## src/rtl/asym_ram_stream_ctrl.sv

```systemverilog
// asym_ram_stream_ctrl
// Sequencing controller for an asymmetric simple-dual-port staging RAM.
// A frame of FRAME_WORDS wide words is written through port A from a
// valid/ready loader stream, then read back through the narrow port B and
// presented as a narrow valid/ready element stream, lowest slice first.
// Optional feature macro: ASYM_CTRL_REPLAY_EN adds replay_num[7:0] and
// drains the stored frame replay_num+1 times back-to-back.
module asym_ram_stream_ctrl #(
  parameter int WIDTHA      = 16,
  parameter int WIDTHB      = 4,
  parameter int ADDRWIDTHA  = 8,
  parameter int ADDRWIDTHB  = 10,
  parameter int FRAME_WORDS = 256
) (
  input  logic                  clk,
  input  logic                  rst,
  input  logic                  start,
`ifdef ASYM_CTRL_REPLAY_EN
  input  logic [7:0]            replay_num,
`endif
  output logic                  busy,
  output logic                  done,
  input  logic                  in_valid,
  output logic                  in_ready,
  input  logic [WIDTHA-1:0]     in_data,
  output logic                  out_valid,
  input  logic                  out_ready,
  output logic [WIDTHB-1:0]     out_data,
  output logic                  out_last,
  output logic                  ram_enaA,
  output logic                  ram_weA,
  output logic [ADDRWIDTHA-1:0] ram_addrA,
  output logic [WIDTHA-1:0]     ram_diA,
  output logic                  ram_enaB,
  output logic [ADDRWIDTHB-1:0] ram_addrB,
  input  logic [WIDTHB-1:0]     ram_doB
);

  localparam int RATIO = WIDTHA / WIDTHB;
  localparam int TOTAL = FRAME_WORDS * RATIO;
  localparam int WCW   = $clog2(FRAME_WORDS + 1);
  localparam int RCW   = $clog2(TOTAL + 1);

  localparam logic [WCW-1:0] LP_LAST_W = WCW'(FRAME_WORDS - 1);
  localparam logic [RCW-1:0] LP_LAST_R = RCW'(TOTAL - 1);
  localparam logic [RCW-1:0] LP_TOTAL  = RCW'(TOTAL);

  typedef enum logic [1:0] {
    S_IDLE,
    S_FILL,
    S_DRAIN
  } state_t;

  state_t r_state;
  state_t w_next;

  // Write/read counters sized so FRAME_WORDS and TOTAL are representable.
  logic [WCW-1:0]    r_wcnt;
  logic [RCW-1:0]    r_rcnt;

  // Read issued last cycle; its data is on ram_doB this cycle.
  logic              r_inflight;
  logic              r_inflight_last;

  // Two-entry output FIFO.
  logic [WIDTHB-1:0] r_fifo_data [2];
  logic              r_fifo_last [2];
  logic              r_wr_ptr;
  logic              r_rd_ptr;
  logic [1:0]        r_occ;

  logic              r_done;

  logic              w_wr;
  logic              w_pop;
  logic              w_issue;
  logic              w_issue_last;
  logic              w_final_pass;
  logic [1:0]        w_room;

`ifdef ASYM_CTRL_REPLAY_EN
  logic [7:0]        r_replay;
  logic [7:0]        r_pass;
  assign w_final_pass = (r_pass == r_replay);
`else
  assign w_final_pass = 1'b1;
`endif

  // State register.
  always_ff @(posedge clk) begin
    // NOTE: every clocked block uses non-blocking assignments so all
    // registers update from the same pre-edge values.
    if (rst) begin
      r_state <= S_IDLE;
    end else begin
      r_state <= w_next;
    end
  end

  // Next-state decode.
  always_comb begin
    // NOTE: a default first in every combinational block keeps paths that
    // do not assign the signal from inferring a latch.
    w_next = r_state;
    case (r_state)
      S_IDLE:  if (start)                       w_next = S_FILL;
      S_FILL:  if (w_wr && r_wcnt == LP_LAST_W)  w_next = S_DRAIN;
      S_DRAIN: if (w_pop && out_last)            w_next = S_IDLE;
      default:                                   w_next = S_IDLE;
    endcase
  end

  // Output decode: handshakes, RAM port controls and the FIFO head.
  always_comb begin
    busy      = (r_state != S_IDLE);
    in_ready  = (r_state == S_FILL);
    w_wr      = in_ready && in_valid;
    ram_enaA  = w_wr;
    ram_weA   = w_wr;
    ram_addrA = w_wr ? ADDRWIDTHA'(r_wcnt) : '0;
    ram_diA   = w_wr ? in_data : '0;

    out_valid = (r_occ != 2'd0);
    out_data  = out_valid ? r_fifo_data[r_rd_ptr] : '0;
    out_last  = out_valid && r_fifo_last[r_rd_ptr];
    w_pop     = out_valid && out_ready;

    // Occupancy plus the read in flight never exceeds the FIFO depth; a
    // full pipeline may only refill in a cycle that also pops.
    w_room       = r_occ + {1'b0, r_inflight};
    w_issue      = (r_state == S_DRAIN) && (r_rcnt != LP_TOTAL) &&
                   ((w_room < 2'd2) || ((w_room == 2'd2) && w_pop));
    w_issue_last = w_issue && (r_rcnt == LP_LAST_R) && w_final_pass;
    ram_enaB     = w_issue;
    ram_addrB    = w_issue ? ADDRWIDTHB'(r_rcnt) : '0;

    done = r_done;
  end

  // Frame counters: cleared on an accepted start, advanced by writes/reads.
  always_ff @(posedge clk) begin
    if (rst) begin
      r_wcnt <= '0;
      r_rcnt <= '0;
`ifdef ASYM_CTRL_REPLAY_EN
      r_pass   <= '0;
      r_replay <= '0;
`endif
    end else begin
      if (r_state == S_IDLE && start) begin
        r_wcnt <= '0;
        r_rcnt <= '0;
`ifdef ASYM_CTRL_REPLAY_EN
        r_pass   <= '0;
        r_replay <= replay_num;
`endif
      end
      if (w_wr) begin
        r_wcnt <= r_wcnt + WCW'(1);
      end
      if (w_issue) begin
`ifdef ASYM_CTRL_REPLAY_EN
        // Wrap straight into the next pass so passes run without a bubble.
        if (r_rcnt == LP_LAST_R && !w_final_pass) begin
          r_rcnt <= '0;
          r_pass <= r_pass + 8'd1;
        end else begin
          r_rcnt <= r_rcnt + RCW'(1);
        end
`else
        r_rcnt <= r_rcnt + RCW'(1);
`endif
      end
    end
  end

  // Read pipeline and output FIFO: capture RAM data one cycle after issue.
  always_ff @(posedge clk) begin
    if (rst) begin
      r_inflight      <= 1'b0;
      r_inflight_last <= 1'b0;
      r_wr_ptr        <= 1'b0;
      r_rd_ptr        <= 1'b0;
      r_occ           <= 2'd0;
    end else begin
      r_inflight      <= w_issue;
      r_inflight_last <= w_issue_last;
      if (w_pop) begin
        r_rd_ptr <= ~r_rd_ptr;
      end
      if (r_inflight) begin
        r_wr_ptr <= ~r_wr_ptr;
      end
      r_occ <= r_occ + {1'b0, r_inflight} - {1'b0, w_pop};
    end
  end

  // FIFO storage.
  always_ff @(posedge clk) begin
    // NOTE: storage is not reset; emptying the FIFO (occupancy 0) is
    // sufficient because out_data and out_last are masked by out_valid.
    if (r_inflight) begin
      r_fifo_data[r_wr_ptr] <= ram_doB;
      r_fifo_last[r_wr_ptr] <= r_inflight_last;
    end
  end

  // One-cycle done pulse after the final element handshake.
  always_ff @(posedge clk) begin
    if (rst) begin
      r_done <= 1'b0;
    end else begin
      r_done <= w_pop && out_last;
    end
  end

endmodule

```

## config.mk

```make
export PLATFORM = sky130hd
export DESIGN_NAME = asym_ram_stream_ctrl
export DESIGN_NICKNAME = d
export VERILOG_FILES = /design/src/rtl/asym_ram_stream_ctrl.sv
export SDC_FILE = /design/constraint.sdc
export NUM_CORES = 1
export LEC_CHECK = 0
export ABC_AREA = 1
export BUFFER_PORTS_ARGS = -buffer_cell sky130_fd_sc_hd__buf_4
export CORE_MARGIN = 2
export CORE_UTILIZATION = 50
export CTS_CLUSTER_DIAMETER = 60
export DETAILED_ROUTE_END_ITERATION = 10
export PLACE_DENSITY_LB_ADDON = 0.25
export SETUP_SLACK_MARGIN = 0.3
export SYNTH_ARGS = -nofsm -noshare
export SYNTH_HDL_FRONTEND = slang
export SYNTH_SLANG_ARGS = --single-unit
```

## constraint.sdc

```tcl
create_clock -name clk -period 1.6 [get_ports clk]
set_input_delay 0.24 -clock clk [delete_from_list [all_inputs] [get_ports clk]]
set_output_delay 0.24 -clock clk [all_outputs]
set_load 0.01 [all_outputs]
```

==> results of run 1 <==
[timing repair]
action	4_1_cts
buffers inserted	14
pin swaps	12
setup endpoints to repair	62
gates cloned	2
gates resized for setup	40
[cells by family after synthesis]
kind of cell	after synthesis	share of synthesized area, %
AO/OA/AOI/OAI	44	10.7
XOR/XNOR	1	0.404
buffers and inverters	71	13.5
flip-flops	40	41.5
adder cells (fa/ha/maj)	6	3.46
AND/OR/NAND/NOR	150	30.4
[cell usage after synthesis, types with 2 or more instances]
cell       n
inv_1     56
nand2_1   62
dfxtp_1   30
nor2_1    49
ha_1       6
nand3_1   18
clkbuf_1   4
o31ai_1    2
inv_2      5
buf_2      3
o21ai_0   11
a21oi_1   25
nor3_1     5
o21ai_1    3
nand4_1    6
edfxtp_1  10
nor2_2     4
[through the flow]
stage	utilization [%]	instance area (µm²)	TNS [ps]
after floorplan	-	2300	0
after global placement	72.2	2950	0
after detailed placement	72.2	2950	0
after CTS	81.4	3330	-2570
==> results summary, run 1 <==
The tool reported: "[ERROR DPL-0033] detailed placement checks failed during check placement". The flow halted during global routing (5_1_grt). The instance count of the mapped netlist is 312.

The run stopped with a tool error. The HPWL after detailed placement is 3.96 mm. The floorplan row count came out at 23. The synthesized flop and latch total came out at 40. After synthesis, the cell types taking the most area are dfxtp_1 (28%), edfxtp_1 (14%), nand2_1 (11%).

The worst endpoint from the post-global-route timing repair is ram_addrB[5]. The die is 69.9 µm wide. Dividing the synthesized area by the synthesized cell count gives 6.95 µm². CTS saw 40 sinks. Counting flops with a built-in enable in the synthesized netlist gives 10. The maximum number of pins on one net before global-route repair is 19. The mapped netlist covers 2170 µm². The placer's final routability congestion estimate came out at 0.833. The fraction of registers with async set or reset after synthesis is 0%. The placed cell count came out at 437. The number of nets produced by synthesis is 343.

In this run the deepest clock path goes through 2 buffers. The leading register cell type out of synthesis is dfxtp_1. Clock tree synthesis selected as its root buffer the cell clkbuf_8. The deepest level of the CTS H-tree is 2.

The number of ports placed on the die boundary came out at 71. The hold-fix buffer count after cts is 0. The count of different cell masters after synthesis came out at 30. The total clock buffers created by CTS is 5.

The number of warning messages in the yosys log came out at 0. The worst endpoint type is a primary output. The biggest area contributor in the post-synthesis netlist is dfxtp_1. The post-place setup slack came out at 22.4 ps. The height of the die is 69.9 µm. The number of antenna violations at the first check in global routing came out at 0. Of the post-synthesis cell area, the dominant cell type holds 27.7%. For this run, the register share of the synthesized area comes to 41.5%.

During placement, the flow inserted port buffers numbering 70. The initial utilization of the core area, before any placement, comes to 53.1%.
==> inputs of run 2 (changes only) <==
Settings changed: CORE_UTILIZATION 50 to 40, CTS_CLUSTER_DIAMETER 60 to not set, PLACE_DENSITY_LB_ADDON 0.25 to 0.15, SETUP_SLACK_MARGIN 0.3 to not set.
==> run 2 against run 1 <==
Effect of this change:
- the flow now finishes, with violations (negative setup slack)
- synthesized cell count unchanged
- synthesized area stayed put
==> results summary, run 2 <==
The flow ran to the end, but the final reports show violations. The final reports fail on negative setup slack. The number of ports placed on the die boundary came out at 71 (unchanged). The total standard cell area after synthesis is 2170 µm² (unchanged). After the first detailed-routing iteration, the DRC count stood at 86. The via count is 2270. The maximum root-to-sink buffer count came to 2 (unchanged). The largest registers in the layout are r_rcnt: 11 flops, r_wcnt: 9 flops, r_fifo_data: 8 flops.

The clock sink count came out at 40 (unchanged). The net switching power of the design is 593 µW. The classification of the worst setup path is flop to primary output. The count of maximum capacitance violations is 0. The final critical path takes up 110% of the cycle. The cell with the largest stage delay on the worst path is dfxtp_2. The dominant cell by count in the synthesized netlist is nand2_1.

The filler cells instantiated in the layout total 435. The final period demand of the worst path came out at 1770 ps. The proportion of power drawn by the clock network came out at 31.0%. The number of detailed-route iterations in the first pass came out at 4.

The layout cell share with drive strength beyond 1 came out at 40.9%. The cell area power density came out at 630 nW/µm². Measured against its own limit, the worst slew margin works out to 69.2%. r_rcnt holds more flip-flops than any other register. The mean post-synth cell area is 6.95 µm² (unchanged). The placed cell count is 461 (+5.5%).

The placeable core region is 5170 µm². The biggest area contributor in the post-synthesis netlist is dfxtp_1. The number of buffers and inverters on the critical path is 2.

The count of input and output buffers is 70 (unchanged). The worst hold path begins at ram_doB[1]. The number of global-route vias before repair came out at 2074. In this design, the stage delay of the slowest critical-path cell is 340 ps.

The total clock buffers created by CTS is 5 (unchanged). The area share of the largest cell type after synthesis came to 27.7% (unchanged). The maximum number of pins on one net before global-route repair came out at 22.

The initial cell density of the core came out at 41.9% (-11 points). The global router's overall resource usage came out at 18.3%. The height of the die came to 77.6 µm (+11%). After synthesis, the cell types taking the most area are dfxtp_1 (28%), edfxtp_1 (14%), nand2_1 (11%). Clock-pin slew was measured on the worst setup and hold paths at 80 ps. The floorplan row count is 26 (+13%). Setup violations remaining at the end of the flow were counted as 11. Traced cell by cell, the critical path runs through ha_4, inv_2, nand3_2, nand2_4, nand3_4, nor2_1, buf_4. The overall overflow remaining after global route is 0.

The global-route wire length before repair came out at 8.99 mm. Once routing completed, OpenROAD measured the worst setup slack at -167 ps. The combinational family with the most area after synthesis is simple AND/OR/NAND/NOR gates. The mux contribution to synthesized area came out at 0% (unchanged).

The register with the most flip-flops in the layout has 11 of them. The area overhead of the layout relative to synthesis came out at 56.1%. The beginning of the worst register-to-register path is r_rcnt[1]. In the layout the commonest cells are buf_4 (91), nand2_1 (60), inv_1 (53). The capturing element type of the critical path is a primary output.

The largest fanout of any net on the critical path came out at 7. The startpoint type of the worst setup path is a flop. After detailed routing, the total wire length is 5.72 mm. The placer's final routability congestion estimate is 0.829 (-0.43%). The share of the synthesized netlist area taken by xor and xnor gates came to 0.404% (unchanged). The number of nets produced by synthesis came out at 343 (unchanged). The buffer type at the clock tree root is clkbuf_8. The deepest level of the CTS H-tree is 2 (unchanged). The instance count of the mapped netlist came out at 312 (unchanged). Internal power comes to 1.54 mW.

The switching power share of the total is 27.8%. The number of max-slew violations in the final report is 0. The worst hold-check path type is primary input to flop. The final routed DRC violation total came out at 0.

The library cell used most frequently in the layout, excluding fill and tap cells, is buf_4. The fraction of registers with async set or reset after synthesis came to 0% (unchanged). Clock skew on the completed layout was measured at 7.19 ps. The hold violation count in the final report is 0. VDD sags by at most 0.385 mV. At the worst endpoint, the required time is 1360 ps. The synthesized flop and latch total came out at 40 (unchanged). The die width was 77.6 µm (+11%). The repair_antennas step left the layout with diodes totalling 0. By count the netlist is led by nand2_1 (62), inv_1 (56), nor2_1 (49). The share of the yosys chip area belonging to registers came out at 41.5% (unchanged). Among all flip-flop cells after synthesis, the most frequent one is dfxtp_1. The count of different cell masters after synthesis is 30 (unchanged). The area fraction in compound gates after synthesis came out at 10.7% (unchanged). The share of synthesized cell area in full adder, half adder and majority cells is 3.46% (unchanged). The number of antenna violations at the first check in global routing was 0.

The post-route non-filler standard cell count is 488. For this run, the post-layout net count is 448. The transition time at the pin with the least slew margin came out at 460 ps. TritonCTS built the clock tree. The largest delay contributor family on the critical path is simple AND/OR/NAND/NOR gates. The die area is 6030 µm².

The simple logic cell fraction of the synthesized area came to 30.4% (unchanged). At the worst endpoint, the arrival time is 1530 ps. The critical path starts at r_occ[0]. The clock latency at the later pin of the worst-skew pair came out at 290 ps. The number of warning messages in the yosys log is 0 (unchanged). Setup repair after global routing could not meet its margin everywhere. After detailed routing, the number of vias per cell comes to 4.65.

Power comes to 2.13 mW. The sequential cell fraction of total power came out at 50.3%. Combinational logic is responsible for 18.7% of the overall power.

The count of flip-flops with a built-in enable after synthesis came to 10 (unchanged). The hold-fix buffer count after cts is 0 (unchanged). The cell leakage power is 1.46 nW. Based on the critical path, the design can be clocked at up to 0.566 GHz. The average routed wire per standard cell came out at 11.7 µm. The HPWL after detailed placement came out at 3.67 mm (-7.3%).

The count of nets left with antenna violations after detail routing is 0.
[run 2: cell counts after synthesis]
No cell type changed its count.
[run 2: what timing repair did]
action / in CTS / in global routing
gates resized for setup: 27 / 50
gates cloned: 1 / 2
setup endpoints to repair: 21 / 30
pin swaps: 7 / 7
setup buffers: 7 / 11
[run 2: layout make-up]
cell class	count	area, µm²	share of cell area [%]
clock buffer	5	68.8	2.03
clock inverter	3	18.8	0.554
inverter	61	231	6.84
multi-input combinational	204	1210	35.7
sequential	40	911	26.9
tap	70	87.6	2.59
timing repair buffer	105	858	25.4
[run 2: path summary, 6_finish.rpt]
kind,to,slack (ps),cells after the start
worst max-delay path,ram_addrB[3],-170,7
worst min register to register,r_fifo_last[0],450,0
worst max register to register,r_rcnt[6],90,10
worst min-delay path,r_fifo_data[0][1],130,1
[run 2: cells by family (layout without fill, tap and decap cells)]
kind of cell / Yosys count / after routing
AO/OA/AOI/OAI: 44 / 44
XOR/XNOR: 1 / 1
adder cells (fa/ha/maj): 6 / 6
buffers and inverters: 71 / 174
flip-flops: 40 / 40
AND/OR/NAND/NOR: 150 / 153
[run 2: per-stage QoR]
stage / instance area, µm² / setup TNS [ps] / setup slack (ps) / hold WS, ps / utilization (%)
final: 3390 / -1570 / -167 / 130 / 65.5
after global routing: 3390 / -4060 / -243 / 133 / 65.5
after CTS: 3120 / -1960 / -168 / 129 / 60.4
after detailed placement: 2870 / 0 / 51.8 / 421 / 55.5
after global placement: 2870 / 0 / 52.8 / 424 / 55.5
after floorplan: 2170 / 0 / 64.4 / 339 / -
[run 2: per-layer routing]
layer  GRT usage (%)  routed length [µm]
met1            23.7                2620
met2            30.1                2690
met4            6.43                  69
met3            3.95                 345
met5               0                   0
[run 2: power groups by stage]
| stage | clock [mW] | combinational (mW) | sequential (mW) |
|---|---|---|---|
| 2_1_floorplan | 0 | 0.154 | 1.09 |
| 3_3_place_gp | 0 | 0.307 | 1.09 |
| 3_5_place_dp | 0 | 0.308 | 1.09 |
| 4_1_cts | 0.676 | 0.340 | 1.07 |
| 5_1_grt | 0.709 | 0.431 | 1.08 |
| 6_report | 0.661 | 0.398 | 1.07 |
Power figures use the tool's default switching activity.
==> inputs of run 3 (changes only) <==
Settings changed: ABC_AREA 1 to 0, CORE_MARGIN 2 to not set.
==> run 3 against run 2 <==
Effect of this change:
- the run still ends with negative setup slack left
- critical path depth is 1 lower
- power is 17% higher
- flip-flop and latch count stayed put
- final cell count is 9.4% lower
- wire length is 19% higher
- count of clock-buffer cells in the layout stayed put
- synthesized area is 0.23% lower
- worst hold slack worse by 10 ps
- combinational power is 42% higher
- die area is 5.3% lower
- fmax is 16% lower
- utilization is 9.4 points higher
- largest power group unchanged
==> results summary, run 3 <==
The initial cell density of the core is 41.8% (-0.097 points). The largest registers in the layout are r_rcnt: 11 flops, r_wcnt: 9 flops, r_fifo_data: 8 flops. The most common cell after layout, fill and taps aside is buf_4. The root buffer cell chosen for the clock tree is clkbuf_8. The capturing element type of the critical path is a primary output. The clock-pin slew of the registers on the worst-case setup and hold paths is 80 ps (about the same).

The count of different cell masters after synthesis came to 46 (+53%). The number of antenna violations at the first check in global routing is 0 (unchanged). The via count came out at 2366 (+4.2%). The combinational share of power came out at 22.7% (+4.0 points). The number of global-route vias before repair came out at 2039 (-1.7%). The count of maximum capacitance violations is 0 (unchanged). The count of flip-flops with a built-in enable after synthesis came out at 10 (unchanged). The proportion of power drawn by the clock network is 34.0% (+3.0 points). The final sum of negative setup slack is -14020 ps (-12440 ps). The HPWL after detailed placement is 3.93 mm (+7.1%). The ratio of routed vias to standard cells came out at 5.35 (+15%). The number of max-slew violations in the final report was 0 (unchanged). The floorplan row count is 26 (unchanged). The count of input and output buffers is 70 (unchanged). The average routed wire per standard cell is 15.4 µm (+31%).

The clock latency at the later pin of the worst-skew pair came out at 300 ps (about the same). The fraction of registers with async set or reset after synthesis came out at 0% (unchanged). The overall overflow remaining after global route came out at 0 (unchanged). The length of routed wiring on met1 is 2.76 mm (+5.5%). The run finished, with violations left. The maximum root-to-sink buffer count came out at 2 (unchanged). The total of endpoints with negative setup slack in the final report was 57 (+46). The instance count of the mapped netlist was 246 (-21%). The worst hold path belongs to the class primary input to flop. The sequential cell fraction of total power was 43.3% (-7.0 points). By area the synthesized netlist is led by dfxtp_1 (28%), edfxtp_1 (14%), and2_1 (9.8%).

Setup repair after global routing could not meet its margin everywhere. The number of nets produced by synthesis is 277 (-19%). The global-route wire length before repair was 9.27 mm (+3.1%). The switching power share of the total is 26.4% (-1.4 points). The hold-fix buffer count after cts came to 0 (unchanged). The share of the yosys chip area belonging to registers came out at 41.6% (+0.096 points).

The uppermost signal routing layer after detailed routing is met4. The count of fill cells added during filler insertion came out at 336 (-23%). The overall power consumption was 2.50 mW (+17%). Among all stages on the critical path, the largest delay is contributed by a221o_2.

The deepest level of the CTS H-tree came out at 2 (unchanged). Leaving out fill and tap cells, the most frequent cells in the layout are buf_4 (78), buf_6 (51), and2_4 (30). The number of ports placed on the die boundary came out at 71 (unchanged). The area occupied by registers is 907 µm² (-0.41%).

The area share of the largest cell type after synthesis came to 27.8% (+0.064 points). The transition time at the pin with the least slew margin came out at 461 ps (+0.829 ps). The die area was 5710 µm² (-5.3%). The final period demand of the worst path was 2090 ps (+328 ps). In the synthesized netlist, the cells that appear most often are and2_1 (34), dfxtp_1 (30), nor2_1 (25). The maximum clock frequency came out at 0.477 GHz (-16%). The routed length on met3 came out at 313 µm (-9.3%). The final layout net count came out at 402 (-10%).

The final setup slack of the worst path is -495 ps (-328 ps). The total clock buffers created by CTS is 5 (unchanged). The wire length after detailed routing is 6.79 mm (+19%). The post-place setup slack came to -407 ps (-459 ps). The largest fanout of any net on the critical path is 6 (-1). The die width is 75.5 µm (-2.7%). The global router's overall resource usage is 21.6% (+3.3 points).

The final reports fail on negative setup slack. The worst slew slack as a fraction of its limit is 69.2% (about the same). The number of warning messages in the yosys log is 0 (unchanged). The placer's final routability congestion estimate came out at 0.746 (-10%). The largest total area in the synthesized netlist belongs to dfxtp_1. The net switching power of the design is 659 µW (+11%).

The number of buffer and inverter instances along the worst setup path came out at 2 (unchanged). The final routed DRC violation total came out at 0 (unchanged). The worst-case clock skew came out at 3.53 ps (-3.66 ps).

The leading register cell type out of synthesis is dfxtp_1. The met2 wirelength from detailed routing is 3.66 mm (+36%). The height of the die is 75.5 µm (-2.7%). The largest delay contributor family on the critical path is compound AO/OA/AOI/OAI gates.

The worst-case vdd ir drop came out at 0.375 mV (-2.5%). The cell leakage power came out at 1.61 nW (+9.8%). The count of nets left with antenna violations after detail routing came out at 0 (unchanged). The worst path required time came to 1360 ps (about the same). The design internal power is 1.84 mW (+20%). The area of the multi-input gates is 1440 µm² (+19%). The DRC violation total after the first TritonRoute iteration was 120 (+40%). The clock sink count came to 40 (unchanged). The worst setup path is launched from a flop. The largest incremental delay on the critical path is 460 ps (+120 ps).

The synthesized flop and latch total came to 40 (unchanged). By instance count, the cell type seen most on the critical path is buf_6. The final worst-path cycle share is 131% (+21 points). The critical path data arrival time is 1850 ps (+320 ps). The worst setup path is of the flop to primary output kind. The cell area power density is 645 nW/µm² (+2.4%). The hold violation count in the final report is 0 (unchanged). The mean post-synth cell area is 8.79 µm² (+27%). The number of detailed-route iterations in the first pass came to 4 (unchanged).

The placeable core region is 5170 µm² (unchanged). The most common cell in the synthesized netlist is and2_1. The register with the most flip-flops in the final layout is r_rcnt.

The total standard cell area after synthesis came out at 2160 µm² (-0.23%). The maximum number of pins on one net before global-route repair came out at 32 (+45%). The critical path goes through ha_4, xor2_4, a221o_2, buf_6, nor3_4, buf_6. The layout cell share with drive strength beyond 1 is 57.3% (+16 points). TritonCTS built the clock tree. The number of inserted diodes came to 0 (unchanged). The flip-flop count of the largest register, all copies and words added came out at 11 (unchanged).

Relative to the synthesized area, the layout overhead comes to 79.1%.
[run 3: logic make-up (layout without fill, tap and decap cells)]
family,Yosys count,after routing,share of synthesized area (%)
AND/OR/NAND/NOR,122,122,31.9
adder cells (fa/ha/maj),6,6,3.47
flip-flops,40,40,41.6
buffers and inverters,25,151,5.15
multiplexers,6,6,2.89
XOR/XNOR,4,4,1.62
AO/OA/AOI/OAI,43,43,13.4
[run 3: repair_timing]
item,4_1_cts,5_1_grt
endpoints found under the setup margin,55,63
cloned,2,2
gates resized for setup,40,72
setup buffers,12,11
pin swaps,20,28
[run 3: power groups by stage]
stage | Combinational (mW) | Sequential [mW] | Clock, mW
final | 0.566 | 1.08 | 0.850
after global routing | 0.611 | 1.09 | 0.915
after CTS | 0.484 | 1.08 | 0.862
after detailed placement | 0.451 | 1.10 | 0
after global placement | 0.445 | 1.10 | 0
after floorplan | 0.226 | 1.10 | 0
[run 3: layout make-up]
class | instances | area share (%)
tap | 70 | 2.26
clock inverter | 3 | 1.23
inverter | 8 | 0.775
sequential | 40 | 23.4
clock buffer | 5 | 1.78
multi-input combinational | 181 | 37.2
timing repair buffer | 135 | 33.3
[run 3: worst register-to-register path, stage by stage, from the launching register on]
cell	delay [ps]
dfxtp_2	340
ha_4	180
xor2_4	160
a221o_2	460
buf_4	200
buf_4	140
or4_1	390
a31oi_1	140
[run 3: metal layers]
layer,vias up,global-route usage (%)
met4,0,5.35
met5,-,0
li1,1135,-
met1,1144,25.5
met3,8,5.42
met2,79,39.3
[run 3: path summary, 6_finish.rpt]
| check | cells past startpoint | endpoint | slack (ps) | from |
|---|---|---|---|---|
| setup reg to reg | 7 | r_rcnt[4] | -480 | r_occ[0] |
| hold / removal | 1 | r_fifo_data[0][3] | 120 | ram_doB[3] |
| hold reg to reg | 0 | r_fifo_last[0] | 470 | r_inflight_last |
| setup / recovery | 6 | ram_addrB[1] | -490 | r_occ[0] |
[run 3: through the flow]
step           util, %  instance area [µm²]  hold slack, ps  instances
4_1_cts           68.7                 3560             117        435
3_5_place_dp      61.3                 3170             427        413
5_1_grt           74.9                 3870             101        442
2_1_floorplan        -                 2310             328        246
3_3_place_gp      61.3                 3170             426        413
6_report          74.9                 3870             120        442
==> inputs of run 4 (changes only) <==
Settings changed: TNS_END_PERCENT set to 10.
Clock period 1.6 ns to 2.04 ns, I/O delays scaled along.
==> run 4 against run 3 <==
Effect of this change:
- the flow still finishes with violations (negative setup slack)
- critical path depth unchanged
- first-iteration DRC count down 18%
- wire length down 23%
- critical path type unchanged
- critical endpoint is now ram_addrB[0]
- largest power group unchanged
- highest routed layer unchanged
==> results summary, run 4 (synthesis results as in run 3) <==
The flow ran to the end, but the final reports show violations. The final reports fail on negative setup slack. The largest incremental delay on the critical path is 420 ps (-40 ps).

The clock latency at the later pin of the worst-skew pair is 290 ps (about the same). The placer's final routability congestion estimate came out at 0.807 (+8.1%). The final setup slack of the worst path came out at -147 ps (+348 ps).

The number of max-slew violations in the final report is 0 (unchanged). The placeable core region was 5170 µm² (unchanged). The global router's overall resource usage came out at 18.3% (-3.3 points). The largest fanout of any net on the critical path is 5 (-1). The critical path is of the flop to primary output type.

The count of maximum capacitance violations came out at 0 (unchanged). The die area was 5710 µm² (unchanged). The critical path data arrival time was 1880 ps (+30 ps).

The beginning of the worst register-to-register path is r_occ[0]. In the layout the commonest cells are buf_4 (78), and2_1 (34), dfxtp_1 (26). The net switching power of the design came out at 473 µW (-28%). The worst path required time came out at 1730 ps (+370 ps). The post-route non-filler standard cell count came to 395 (-11%). TritonCTS built the clock tree. r_rcnt holds more flip-flops than any other register. The switching power share of the total is 25.6% (-0.79 points). The placed cell count is 379 (-8.2%). STA classifies the critical path endpoint as a primary output. The number of buffer and inverter instances along the worst setup path is 2 (unchanged). The via count came out at 2068 (-13%). The depth of the worst register-to-register path is 7 (unchanged). Clock tree synthesis selected as its root buffer the cell clkbuf_8. The clock sink count was 40 (unchanged). The clock-pin slew of the registers on the worst-case setup and hold paths came to 80 ps (about the same). The height of the die was 75.5 µm (unchanged). The final period demand of the worst path is 2190 ps. The maximum root-to-sink buffer count is 2 (unchanged). The endpoint identified for the worst register-to-register timing path is r_rcnt[4]. The combinational share of power came to 18.0% (-4.7 points).

Walking the worst path, the cells encountered are ha_4, nand2b_4, a221o_1, buf_12, nor3_4, buf_6. The design internal power came out at 1.38 mW (-25%). The DRC violation total after the first TritonRoute iteration was 98 (-18%). The total of endpoints with negative setup slack in the final report was 15 (-74%). The ratio of routed vias to standard cells is 5.24 (-2.2%). The post-detailed-placement cell area came to 2800 µm² (-12%). The hold-fix buffer count after cts was 0 (unchanged). The worst slew slack as a fraction of its limit is 68.4% (-0.83 points). The overall power consumption is 1.85 mW (-26%). The total clock buffers created by CTS is 5 (unchanged). The flip-flop count of the largest register, all copies and words added is 11 (unchanged). The initial cell density of the core is 41.8% (unchanged). The most common cell after layout, fill and taps aside is buf_4.

The layout cell share with drive strength beyond 1 is 35.4% (-22 points). The cell leakage power came to 1.28 nW (-20%). The global routing usage on met2 was 29.8% (-9.5 points). The average routed wire per standard cell is 13.2 µm (-14%).

The worst hold path terminates at r_fifo_data[0][2]. The worst-case vdd ir drop is 0.322 mV (-14%). The wire length after detailed routing came out at 5.23 mm (-23%).

The number of global-route vias before repair is 1688 (-17%). The number of detailed-route iterations in the first pass came out at 4 (unchanged). The cell area power density is 587 nW/µm² (-8.9%). The number of inserted diodes was 0 (unchanged). On the critical path, the stage with the largest delay is an instance of a221o_1.

The number of ports placed on the die boundary came out at 71 (unchanged). In this design, the largest share of critical-path delay is due to compound AO/OA/AOI/OAI gates. The min-delay analysis places its worst path in the category primary input to flop.

The transition time at the pin with the least slew margin came to 473 ps (+12.3 ps). The register-to-register path setup slack is -120 ps (+360 ps). The final worst-path cycle share is 107%. For this run, the top clock speed supported by timing is 0.457 GHz.

Setup repair after global routing could not meet its margin everywhere. The floorplan row count was 26 (unchanged). The area overhead of the layout relative to synthesis came out at 45.5%.

The largest registers in the layout are r_rcnt: 11 flops, r_wcnt: 9 flops, r_fifo_data: 8 flops. The final routed DRC violation total came to 0 (unchanged). The met1 layer usage reported by global route is 24.0% (-1.6 points). The number of antenna violations at the first check in global routing is 0 (unchanged).

The overall overflow remaining after global route is 0 (unchanged). The worst-case clock skew came to 6.14 ps (+2.61 ps). The instance count along the most critical hold path came out at 1 (unchanged). The count of input and output buffers came out at 70 (unchanged). The met3 track demand over resource in global routing is 4.10% (-1.3 points). The sequential cell fraction of total power came out at 46.2% (+2.9 points). The final layout net count is 355 (-12%). The final standard cell utilization of the core came out at 60.9% (-14 points).

The die width was 75.5 µm (unchanged). The maximum number of pins on one net before global-route repair was 32 (unchanged). The global routing's busiest layer is met2. The final cell area excluding filler cells is 3150 µm² (-19%). The deepest level of the CTS H-tree is 2 (unchanged).

The hold violation count in the final report came to 0 (unchanged). The HPWL after detailed placement came out at 3.41 mm (-13%). In this run the worst setup path begins at r_occ[0].

The startpoint type of the worst setup path is a flop. The proportion of power drawn by the clock network was 35.8% (+1.8 points). The start point of the worst min-delay path is ram_doB[2].

The count of nets left with antenna violations after detail routing is 0 (unchanged). The global-route wire length before repair came out at 7.89 mm (-15%).
-- run 4: cell types whose count changed in the layout (fill, tap and decap cells not counted), moves of 3 or more --
cell     previous run  this run
and3_4              3         0
and2_1              4        34
o21ai_0             0         5
buf_6              51         4
a21oi_1             8        11
a21oi_2             3         0
o21ai_2             4         0
and2_4             30         0
and3_1              1         4
-- run 4: worst max path at each step --
stage / to / slack, ps / depth (start not counted)
finish: ram_addrB[0] / -150 / 6
global route: ram_addrB[0] / -200 / 6
floorplan: ram_addrB[0] / -7 / 6
global placement: r_rcnt[9] / 30 / 6
detailed placement: r_rcnt[9] / 9 / 6
CTS: ram_addrB[3] / -90 / 7
-- run 4: repair_timing --
item,4_1_cts,5_1_grt
cloned,1,1
setup buffers,4,2
pin swaps,3,8
gates resized for setup,12,17
setup endpoints to repair,36,41
-- run 4: per-layer routing --
| layer | part of all wire, % | up-vias |
|---|---|---|
| met1 | 46 | 959 |
| met5 | 0 | - |
| met3 | 5.1 | 8 |
| met2 | 48 | 63 |
| met4 | 1.4 | 0 |
| li1 | - | 1038 |
-- run 4: area by class of cell --
cell class | instances | area (µm²)
fillers | 453 | 2020
well taps | 70 | 87.6
inverters | 8 | 30.0
repair buffers | 88 | 768
clock buffers | 5 | 68.8
flip-flops and latches | 40 | 906
multi-input cells | 181 | 1240
clock inverters | 3 | 46.3
-- run 4: power by group through the flow --
stage	Combinational, mW	Sequential, mW	Clock [mW]
finish	0.332	0.854	0.663
global route	0.366	0.857	0.711
CTS	0.311	0.853	0.676
detailed placement	0.298	0.869	0
global placement	0.295	0.868	0
floorplan	0.162	0.858	0
-- run 4: per-stage QoR --
step                      setup TNS [ps]  worst slack [ps]  hold slack, ps
after floorplan                    -20.8             -6.92             394
after global placement                 0              29.8             420
after detailed placement               0              9.26             429
after CTS                           -827             -89.8             183
after global routing               -2730              -202             177
final                              -1430              -147             189
